$ cat src/rtl/core_pkg.sv
// Shared core types: PC source classes, trap PC selection,
// mtvec modes and redirect source encoding.
package core_pkg;

  typedef enum logic [1:0] {
    PC_NONE   = 2'b00,
    PC_JAL    = 2'b01,
    PC_JALR   = 2'b10,
    PC_BRANCH = 2'b11
  } pc_source_t;

  typedef enum logic [1:0] {
    EXC_PC_EXC  = 2'b00,
    EXC_PC_IRQ  = 2'b01,
    EXC_PC_MRET = 2'b10
  } exc_pc_mux_t;

  typedef enum logic [1:0] {
    MTVEC_DIRECT   = 2'b00,
    MTVEC_VECTORED = 2'b01
  } mtvec_mode_t;

  typedef enum logic [2:0] {
    RD_NONE    = 3'd0,
    RD_TRAP_EX = 3'd1,
    RD_BRANCH  = 3'd2,
    RD_TRAP_ID = 3'd3,
    RD_JUMP    = 3'd4
  } redirect_src_t;

endpackage

$ cat src/rtl/trap_target_gen.sv
// Trap target: MRET returns to mepc, otherwise mtvec base,
// offset by cause*4 for vectored interrupts.
module trap_target_gen
  import core_pkg::*;
#(
  parameter int WIDTH = 32
) (
  input  logic [WIDTH-1:0] mtvec_i,
  input  logic [WIDTH-1:0] mepc_i,
  input  logic             is_mret_i,
  input  logic             trap_is_irq_i,
  input  logic [4:0]       trap_cause_i,
  output logic [WIDTH-1:0] trap_tgt_o
);

  exc_pc_mux_t      sel;
  logic [WIDTH-1:0] base;
  logic [WIDTH-1:0] vec;

  assign base = {mtvec_i[WIDTH-1:2], 2'b00};
  assign vec  = base + {{(WIDTH-7){1'b0}}, trap_cause_i, 2'b00};

  // Reserved modes 10/11 fall through to direct
  always_comb begin
    sel = EXC_PC_EXC;
    if (is_mret_i)
      sel = EXC_PC_MRET;
    else if (trap_is_irq_i && mtvec_i[1:0] == MTVEC_VECTORED)
      sel = EXC_PC_IRQ;
  end

  always_comb begin
    trap_tgt_o = base;
    unique case (sel)
      EXC_PC_MRET: trap_tgt_o = mepc_i;
      EXC_PC_IRQ:  trap_tgt_o = vec;
      default:     trap_tgt_o = base;
    endcase
  end

endmodule

$ cat src/rtl/pc_gen.sv
// Registered PC generator: owns the PC, offers it to fetch over
// valid/ready and holds redirects that arrive while fetch stalls.
module pc_gen
  import core_pkg::*;
#(
  parameter int               WIDTH     = 32,
  parameter logic [WIDTH-1:0] BOOT_ADDR = 32'h0000_0080
) (
  input  logic             clk_i,
  input  logic             rst_i,
  output logic [WIDTH-1:0] pc_o,
  output logic             fetch_valid_o,
  input  logic             fetch_ready_i,
  input  logic             is_compressed_i,
  input  logic             core_ready_i,
  input  logic             valid_id_i,
  input  logic             valid_ex_i,
  input  pc_source_t       pc_source_id_i,
  input  pc_source_t       pc_source_ex_i,
  input  logic [WIDTH-1:0] jump_target_id_i,
  input  logic [WIDTH-1:0] branch_target_ex_i,
  input  logic             branch_decision_ex_i,
  input  logic             trap_id_i,
  input  logic             trap_ex_i,
  input  logic             is_mret_i,
  input  logic             trap_is_irq_i,
  input  logic [4:0]       trap_cause_i,
  input  logic [WIDTH-1:0] mtvec_i,
  input  logic [WIDTH-1:0] mepc_i,
  output logic             redirect_o
);

  localparam logic [WIDTH-1:0] INC2 = WIDTH'(2);
  localparam logic [WIDTH-1:0] INC4 = WIDTH'(4);

  logic [WIDTH-1:0] pc_q, pc_d;
  logic             valid_q;
  logic             pend_q, pend_d;
  logic [WIDTH-1:0] pend_tgt_q, pend_tgt_d;

  redirect_src_t    src;
  logic [WIDTH-1:0] trap_tgt;
  logic [WIDTH-1:0] tgt_raw;
  logic [WIDTH-1:0] tgt;
  logic             hit;
  logic             accept;
  logic             tex, br, tid, jmp;

  trap_target_gen #(
    .WIDTH(WIDTH)
  ) u_trap (
    .mtvec_i      (mtvec_i),
    .mepc_i       (mepc_i),
    .is_mret_i    (is_mret_i),
    .trap_is_irq_i(trap_is_irq_i),
    .trap_cause_i (trap_cause_i),
    .trap_tgt_o   (trap_tgt)
  );

  assign tex = valid_ex_i & trap_ex_i;
  assign br  = valid_ex_i & branch_decision_ex_i
             & (pc_source_ex_i == PC_BRANCH);
  assign tid = valid_id_i & trap_id_i;
  assign jmp = valid_id_i & ((pc_source_id_i == PC_JAL)
             | (pc_source_id_i == PC_JALR));

  always_comb begin
    src = RD_NONE;
    if (core_ready_i && !rst_i) begin
      if (tex)      src = RD_TRAP_EX;
      else if (br)  src = RD_BRANCH;
      else if (tid) src = RD_TRAP_ID;
      else if (jmp) src = RD_JUMP;
    end
  end

  always_comb begin
    tgt_raw = trap_tgt;
    unique case (src)
      RD_BRANCH: tgt_raw = branch_target_ex_i;
      RD_JUMP:   tgt_raw = jump_target_id_i;
      default:   tgt_raw = trap_tgt;
    endcase
  end

  assign tgt        = {tgt_raw[WIDTH-1:1], 1'b0};
  assign hit        = (src != RD_NONE);
  assign accept     = valid_q & fetch_ready_i;
  assign redirect_o = hit;

  always_comb begin
    pc_d       = pc_q;
    pend_d     = pend_q;
    pend_tgt_d = pend_tgt_q;
    if (accept) begin
      pend_d = 1'b0;
      if (hit)
        pc_d = tgt;
      else if (pend_q)
        pc_d = pend_tgt_q;
      else
        pc_d = pc_q + (is_compressed_i ? INC2 : INC4);
    end else if (hit) begin
      // Newest redirect replaces any older pending one
      pend_d     = 1'b1;
      pend_tgt_d = tgt;
    end
  end

  always_ff @(posedge clk_i) begin
    if (rst_i) begin
      pc_q       <= BOOT_ADDR;
      valid_q    <= 1'b0;
      pend_q     <= 1'b0;
      pend_tgt_q <= BOOT_ADDR;
    end else begin
      pc_q       <= pc_d;
      valid_q    <= 1'b1;
      pend_q     <= pend_d;
      pend_tgt_q <= pend_tgt_d;
    end
  end

  assign pc_o          = pc_q;
  assign fetch_valid_o = valid_q;

endmodule

$ cat config.mk
export PLATFORM = sky130hd
export DESIGN_NAME = pc_gen
export DESIGN_NICKNAME = d
export VERILOG_FILES = /design/src/rtl/core_pkg.sv /design/src/rtl/trap_target_gen.sv /design/src/rtl/pc_gen.sv
export SDC_FILE = /design/constraint.sdc
export NUM_CORES = 1
export LEC_CHECK = 0
export BUFFER_PORTS_ARGS = -buffer_cell sky130_fd_sc_hd__buf_2
export CAP_MARGIN = 20
export CORE_ASPECT_RATIO = 0.7
export CORE_UTILIZATION = 51
export DETAILED_ROUTE_END_ITERATION = 16
export PLACE_DENSITY = 0.77
export SLEW_MARGIN = 20
export SYNTH_ARGS = -nofsm -noshare
export SYNTH_HDL_FRONTEND = slang
export SYNTH_SLANG_ARGS = --single-unit
$ cat constraint.sdc
create_clock -name clk_i -period 3.6 [get_ports clk_i]
set_input_delay 0.54 -clock clk_i [delete_from_list [all_inputs] [get_ports clk_i]]
set_output_delay 0.54 -clock clk_i [all_outputs]
set_load 0.1 [all_outputs]
==> summary.txt, run 1 <==
Synthesis
  • Net count after synthesis: slightly below 900
  • Cell taking the most area after synthesis: dfxtp_1
  • Post-synthesis register bit count: between 60 and 70
  • Mean instance size in the synthesized netlist: 7.291 µm²
  • Post-synthesis cell type count: 78
  • Primary FF master, synth: dfxtp_1
  • Leading post-synthesis cells by cell area: dfxtp_1 25%, a21oi_1 7.5%, nand2_1 7.4%
  • Number of synthesized flops with an enable pin: 0
  • Post-synthesis instance area: 5191 µm²
  • Proportion of synthesized chip area in sequential cells: between 20% and 30%
  • Share of synthesized registers carrying an async set or reset: 0%
  • Synth warnings: 0
  • Top-area cell type share of the netlist area: 24.68%
  • Synthesized instance count: 712

STA
  • Tightest Pin Transition: approximately 0.92 ns
  • Setup tns final: 0 ns
  • Final critical delay including setup and external delays: roughly 3.0 ns
  • RSZ-0062 raised after global routing: false
  • Max-slew headroom at the worst pin: 38.67%
  • Setup Skew: 0.003033 ns
  • Share of the clock period used by the worst path: 82.36%
  • Final Hold Viols: 0
  • Final slew viol count: 0
  • Least setup slack across all paths after layout: 0.6352 ns
  • Maximum clock frequency: 0.3373 GHz
  • Final setup violating endpoints: 0
  • Final Hold Slack: 0.4909 ns

Placed design
  • DP Worst Slack: 0.4297 ns
  • Placer Congestion: approximately 0.99
  • Estimated wirelength of the detail-placed design: 14220 µm
  • Number of buffer cells added on primary ports: 178
  • Placed Cells: 989

Pwr
  • Leakage: 0.002650 µW
  • Total power per unit cell area: 350.1 nW/µm²
  • Worst IR Drop VDD: 282.5 µV
  • Switching power total: 787.9 µW
  • Relative contribution of sequential cells to total power: a little over a third
  • Switching power share of the total: between 30% and 40%
  • Part of the power in the clock network: 37.3%
  • Logic pwr share: 27.7%
  • Design internal power: 1467 µW

Finish
  • Fraction of final layout cells with drive strength greater than 1: 28.73%
  • Sequential cell area: between 1000 and 1500 µm²
  • Diode count: 0
  • Multi-input logic area: around 3600 µm²
  • Count of fill cells added during filler insertion: around 900
  • Post-layout net count: 1030
  • Layout overhead on the synthesized area: 24.05%
  • Final cell count without fillers: 1005

Clock network
  • CTS Buf Count: 9
  • CTS Sinks: 64
  • TritonCTS clock tree: built
  • Worst-skew pair later-pin latency: ~0.34 ns
  • Root Buffer Master: clkbuf_16
  • Number of H-tree levels: 3
  • Buffer levels on the longest clock path: 2
  • CTS Hold Buffers Added: 0
  • Setup Buffers After CTS: 0
  • Clock-pin slew on the worst setup and hold paths: about 0.050 ns
  • Resized cells post-CTS: 0

Drt
  • Vias per std cell: approximately 6
  • TritonRoute pass-1 iters: 5
  • Routed Antenna Nets: 0
  • Routed via count: 6190
  • Initial detailed-routing violation count: 656
  • Total Routed Length: 18920 µm
  • DRC errors left: 0
  • Avg WL per Cell: 18.83 µm

GRT
  • Number of antenna violations at the first check in global routing: 0
  • Number of global-route vias before repair: 5679
  • Combined global-route utilization of all metal layers: 35.90%
  • Pin count of the biggest net entering global routing: 48
  • Overflow left after global routing: 0
  • Wire length of the first global-routing pass: 29200 µm

Status
  • Run status: complete, no violations

Critical path
  • Signal arrival time at the worst endpoint: 3.16 ns
  • Depth of the worst register-to-register path: 9
  • Crit end category: flip-flop
  • CP required: 3.80 ns
  • Biggest fanout along the worst timing path: 11
  • Crit path launch type: primary input
  • Kind of critical path: in2reg

Hold path
  • Cells on Worst Hold Path: 2
  • Path type of the worst min-delay path: reg2reg

Job
  • Max-Cap Viols: 0

Floorplanning
  • Number of core rows: 30
  • Ports placed on the boundary: 183
  • Placeable core region: just under 10000 µm²
  • Die X-Extent: 122.6 µm
  • Die footprint: 10590 µm²
  • Die Ht: 86.41 µm
  • Starting Density: about 53%
## state kept, by name (all words and copies together), names as in the netlist
signal and count:
pc_o 31, pend_tgt_q 31, fetch_valid_o 1, pend_q 1
## cell usage in the layout (no fill, tap or decap), drive strengths merged, types with 12 or more instances in the layout
cell	n
buf	195
nand2	105
a21oi	81
o21ai	80
dfxtp	64
nor2	53
nand3	46
xor2	29
xnor2	23
nand4	22
nor3	17
a211oi	15
clkbuf	13
inv	12
## layout make-up
type	instances	area share, %
multi-input combinational	590	56.67
sequential	64	19.90
timing repair buffer	195	15.82
clock buffer	13	4.197
tap	128	2.487
inverter	12	0.6994
clock inverter	3	0.2331
## routing by layer
| layer | wire length (µm) | share of wire (%) | global-route usage (%) |
|---|---|---|---|
| met1 | 8229 | 43 | 49.13 |
| met2 | 8370 | 44 | 56.28 |
| met3 | 1775 | 9.4 | 6.316 |
| met4 | 548 | 2.9 | 13.41 |
| met5 | 0 | 0 | 0 |
## final timing paths
check / start / to / slack (ns)
setup / recovery: mtvec_i[2] / pend_tgt_q[30] / 0.64
hold / removal: pend_tgt_q[2] / pend_tgt_q[2] / 0.49
setup reg to reg: pc_o[1] / pc_o[17] / 1.06
hold reg to reg: pend_tgt_q[2] / pend_tgt_q[2] / 0.49
## metrics by stage
step / total power (µW) / utilization (%) / area, µm²
after floorplan: 1210 / - / 5191
after detailed placement: 1416 / 62.82 / 6155
after global placement: 1405 / 62.82 / 6155
final: 2255 / 65.73 / 6440
after global routing: 2327 / 65.73 / 6440
after CTS: 2246 / 65.73 / 6440
## Yosys cell counts (10+ instances only)
| cell type | instances |
|---|---|
| nor3_1 | 13 |
| clkbuf_1 | 27 |
| buf_2 | 13 |
| o21ai_0 | 70 |
| dfxtp_1 | 64 |
| nand4_1 | 19 |
| nand2_1 | 103 |
| xor2_1 | 28 |
| a211oi_1 | 13 |
| a21oi_1 | 78 |
| xnor2_1 | 23 |
| nor2_1 | 50 |
| a221oi_1 | 10 |
| nand3_1 | 43 |
| inv_1 | 11 |
## critical path, stage by stage
cell	delay, ns
buf_2	0.09
ha_1	0.18
inv_1	0.06
fa_1	0.42
nand3b_1	0.19
a211oi_1	0.27
buf_4	0.24
and2_1	0.20
nand4_1	0.12
xnor2_1	0.15
a221oi_1	0.53
a21oi_1	0.16
## cell families after synthesis
group | share of synthesized area (%)
muxes | 2.314
DFF | 24.68
other | 0.07224
and+or+nand+nor | 28.08
adders and majority gates | 2.458
AOI/OAI and AO/OA | 28.46
xor gates and xnor gates | 8.918
buffers and inverters | 5.013
## power groups by stage
stage          Sequential, µW  Clock, µW  Combinational, µW
2_1_floorplan             929          0                281
3_3_place_gp              799          0                605
3_5_place_dp              801          0                615
4_1_cts                   787        841                618
5_1_grt                   793        868                667
6_report                  789        841                625
Note: power is estimated with default switching activity, not from simulation.
==> inputs of run 2 (changes only) <==
==> constraint.sdc (replaced) <==
create_clock -name clk_i -period 2.9 [get_ports clk_i]
set_input_delay 0.435 -clock clk_i [delete_from_list [all_inputs] [get_ports clk_i]]
set_output_delay 0.435 -clock clk_i [all_outputs]
set_load 0.1 [all_outputs]
==> summary.txt, run 2 (synthesis gave the netlist of run 1 again) <==
Drt
  • TritonRoute pass-1 iters: 6 (+1)
  • Initial detailed-routing violation count: 593 (-9.6%)
  • Avg WL per Cell: 19.01 µm (+0.95%)
  • Routed Antenna Nets: 0 (unchanged)
  • DRC errors left: 0 (unchanged)
  • Routed via count: 6376 (+3.0%)
  • Vias per std cell: 6.220 (+0.99%)
  • Total Routed Length: 19480 µm (+3.0%)

Clock network
  • CTS Sinks: 64 (unchanged)
  • CTS Hold Buffers Added: 0 (unchanged)
  • CTS Buf Count: 9 (unchanged)
  • Clock-pin slew on the worst setup and hold paths: 0.06 ns (about the same)
  • Worst-skew pair later-pin latency: 0.34 ns (about the same)
  • Resized cells post-CTS: 0 (unchanged)
  • Number of H-tree levels: 3 (unchanged)
  • TritonCTS clock tree: built
  • Root Buffer Master: clkbuf_16
  • Buffer levels on the longest clock path: 2 (unchanged)
  • Setup Buffers After CTS: 0 (unchanged)

Floorplanning
  • Ports placed on the boundary: 183 (unchanged)
  • Die Ht: 86.41 µm (unchanged)
  • Starting Density: 52.99% (unchanged)
  • Placeable core region: 9797 µm² (unchanged)
  • Die footprint: 10590 µm² (unchanged)
  • Die X-Extent: 122.6 µm (unchanged)
  • Number of core rows: 30 (unchanged)

STA
  • Tightest Pin Transition: 0.9547 ns (+0.03816 ns)
  • Max-slew headroom at the worst pin: 36.12% (-2.6 points)
  • Maximum clock frequency: 0.3703 GHz
  • Final Hold Viols: 0 (unchanged)
  • Share of the clock period used by the worst path: just over 90%
  • Final setup violating endpoints: 0 (unchanged)
  • Final critical delay including setup and external delays: 2.701 ns
  • RSZ-0062 raised after global routing: false
  • Setup Skew: 0.007428 ns (+0.004394 ns)
  • Final slew viol count: 0 (unchanged)

Finish
  • Most common cell after layout, fill and taps aside: buf_2
  • Sequential cell area: 1282 µm² (about the same)
  • Final cell count without fillers: 1025 (+2.0%)
  • Fraction of final layout cells with drive strength greater than 1: 30.43% (+1.7 points)
  • Final Util: 68.19% (+2.5 points)
  • Diode count: 0 (unchanged)
  • Count of fill cells added during filler insertion: 857 (-4.5%)
  • Most used cells in the layout excluding fill and tap cells: 177 x buf_2, 103 x nand2_1, 78 x a21oi_1
  • Multi-input logic area: 3650 µm² (unchanged)
  • Layout overhead on the synthesized area: 28.68%
  • Post-layout net count: 1050 (+1.9%)

Critical path
  • Crit path launch type: primary input
  • Crit end category: flip-flop
  • Worst reg2reg path endpoint: pc_o[29]
  • CP required: 3.11 ns (-0.69 ns)
  • Critical path launch point: mtvec_i[2]
  • Kind of critical path: in2reg
  • Depth of the worst register-to-register path: 9 (unchanged)
  • Biggest fanout along the worst timing path: 2 (-9)
  • Signal arrival time at the worst endpoint: 2.91 ns (-0.25 ns)
  • End point of the critical path: pc_o[14]
  • Reg2Reg Launch Point: pc_o[1]
  • Internal reg-to-reg setup slack: 0.49 ns (-0.57 ns)

GRT
  • Combined global-route utilization of all metal layers: 37.32% (+1.4 points)
  • Overflow left after global routing: 0 (unchanged)
  • Number of global-route vias before repair: 5910 (+4.1%)
  • Number of antenna violations at the first check in global routing: 0 (unchanged)
  • Pin count of the biggest net entering global routing: 38 (-21%)
  • Wire length of the first global-routing pass: 30150 µm (+3.2%)

Job
  • Max-Cap Viols: 0 (unchanged)

Hold path
  • Path type of the worst min-delay path: in2reg
  • Hold Startpoint: mepc_i[22]

Placed design
  • Estimated wirelength of the detail-placed design: 14700 µm (+3.4%)
  • Placer Congestion: 0.9364 (-5.1%)
  • Number of buffer cells added on primary ports: 178 (unchanged)
  • Placed Cells: 1009 (+2.0%)

Status
  • Run status: complete, no violations

Pwr
  • Total power per unit cell area: 457.4 nW/µm² (+31%)
  • Worst IR Drop VDD: 445.0 µV (+58%)
  • Leakage: 0.002778 µW (+4.9%)
## run 2: changes by cell type in the layout (fill, tap and decap cells not counted), sizes merged
cell and change:
clkinv -1, buf +20, clkbuf -2, bufinv +3
## run 2: final cells by class
class,count,area share [%]
Multi-Input combinational cell,590,54.64
Sequential cell,64,19.20
Timing Repair Buffer,215,17.91
Clock buffer,11,3.634
Tap cell,128,2.397
Clock inverter,5,1.555
Inverter,12,0.6743
## run 2: worst max-delay path, stage by stage
cell and delay, ns:
buf_2 0.09, ha_1 0.16, inv_1 0.06, fa_1 0.39, nand3b_1 0.21, a211oi_1 0.28
buf_4 0.16, nand4_1 0.13, xnor2_1 0.16, mux2_2 0.27, a2111oi_0 0.47, nor3_1 0.10
## run 2: worst min path at each step
stage / end / slack [ns] / cells after the start
after floorplan: pend_tgt_q[29] / 0.44 / 2
after global placement: pend_tgt_q[29] / 0.45 / 2
after detailed placement: pend_tgt_q[29] / 0.45 / 2
after CTS: pc_o[22] / 0.41 / 3
after global routing: pc_o[22] / 0.41 / 3
final: pc_o[22] / 0.41 / 3
## run 2: stage by stage
| step | setup WS (ns) | hold WS, ns | setup TNS, ns | cell area, µm² | power (µW) |
|---|---|---|---|---|---|
| detailed placement | -0.03244 | 0.4501 | -0.08050 | 6334 | 1787 |
| global placement | 0.01089 | 0.4472 | 0 | 6334 | 1774 |
| floorplan | 0.005965 | 0.4363 | 0 | 5192 | 1502 |
| CTS | 0.2185 | 0.4062 | 0 | 6680 | 3052 |
| global route | 0.01402 | 0.4061 | 0 | 6680 | 3160 |
| finish | 0.1995 | 0.4098 | 0 | 6680 | 3056 |
## run 2: power breakdown
part,switching (µW),internal [µW]
clock network,406,863
logic,535,269
registers,52.8,929
total,994,2060
## run 2: metal layers
layer  global-route usage, %  wire length (µm)  part of all wire, %  up-vias
met5                       0                 0                    0        -
met4                   15.96               694                  3.6        0
met3                   8.026              1958                   10       64
met2                   58.43              8587                   44      384
met1                   49.53              8243                   42     2968
li1                        -                 -                    -     2960
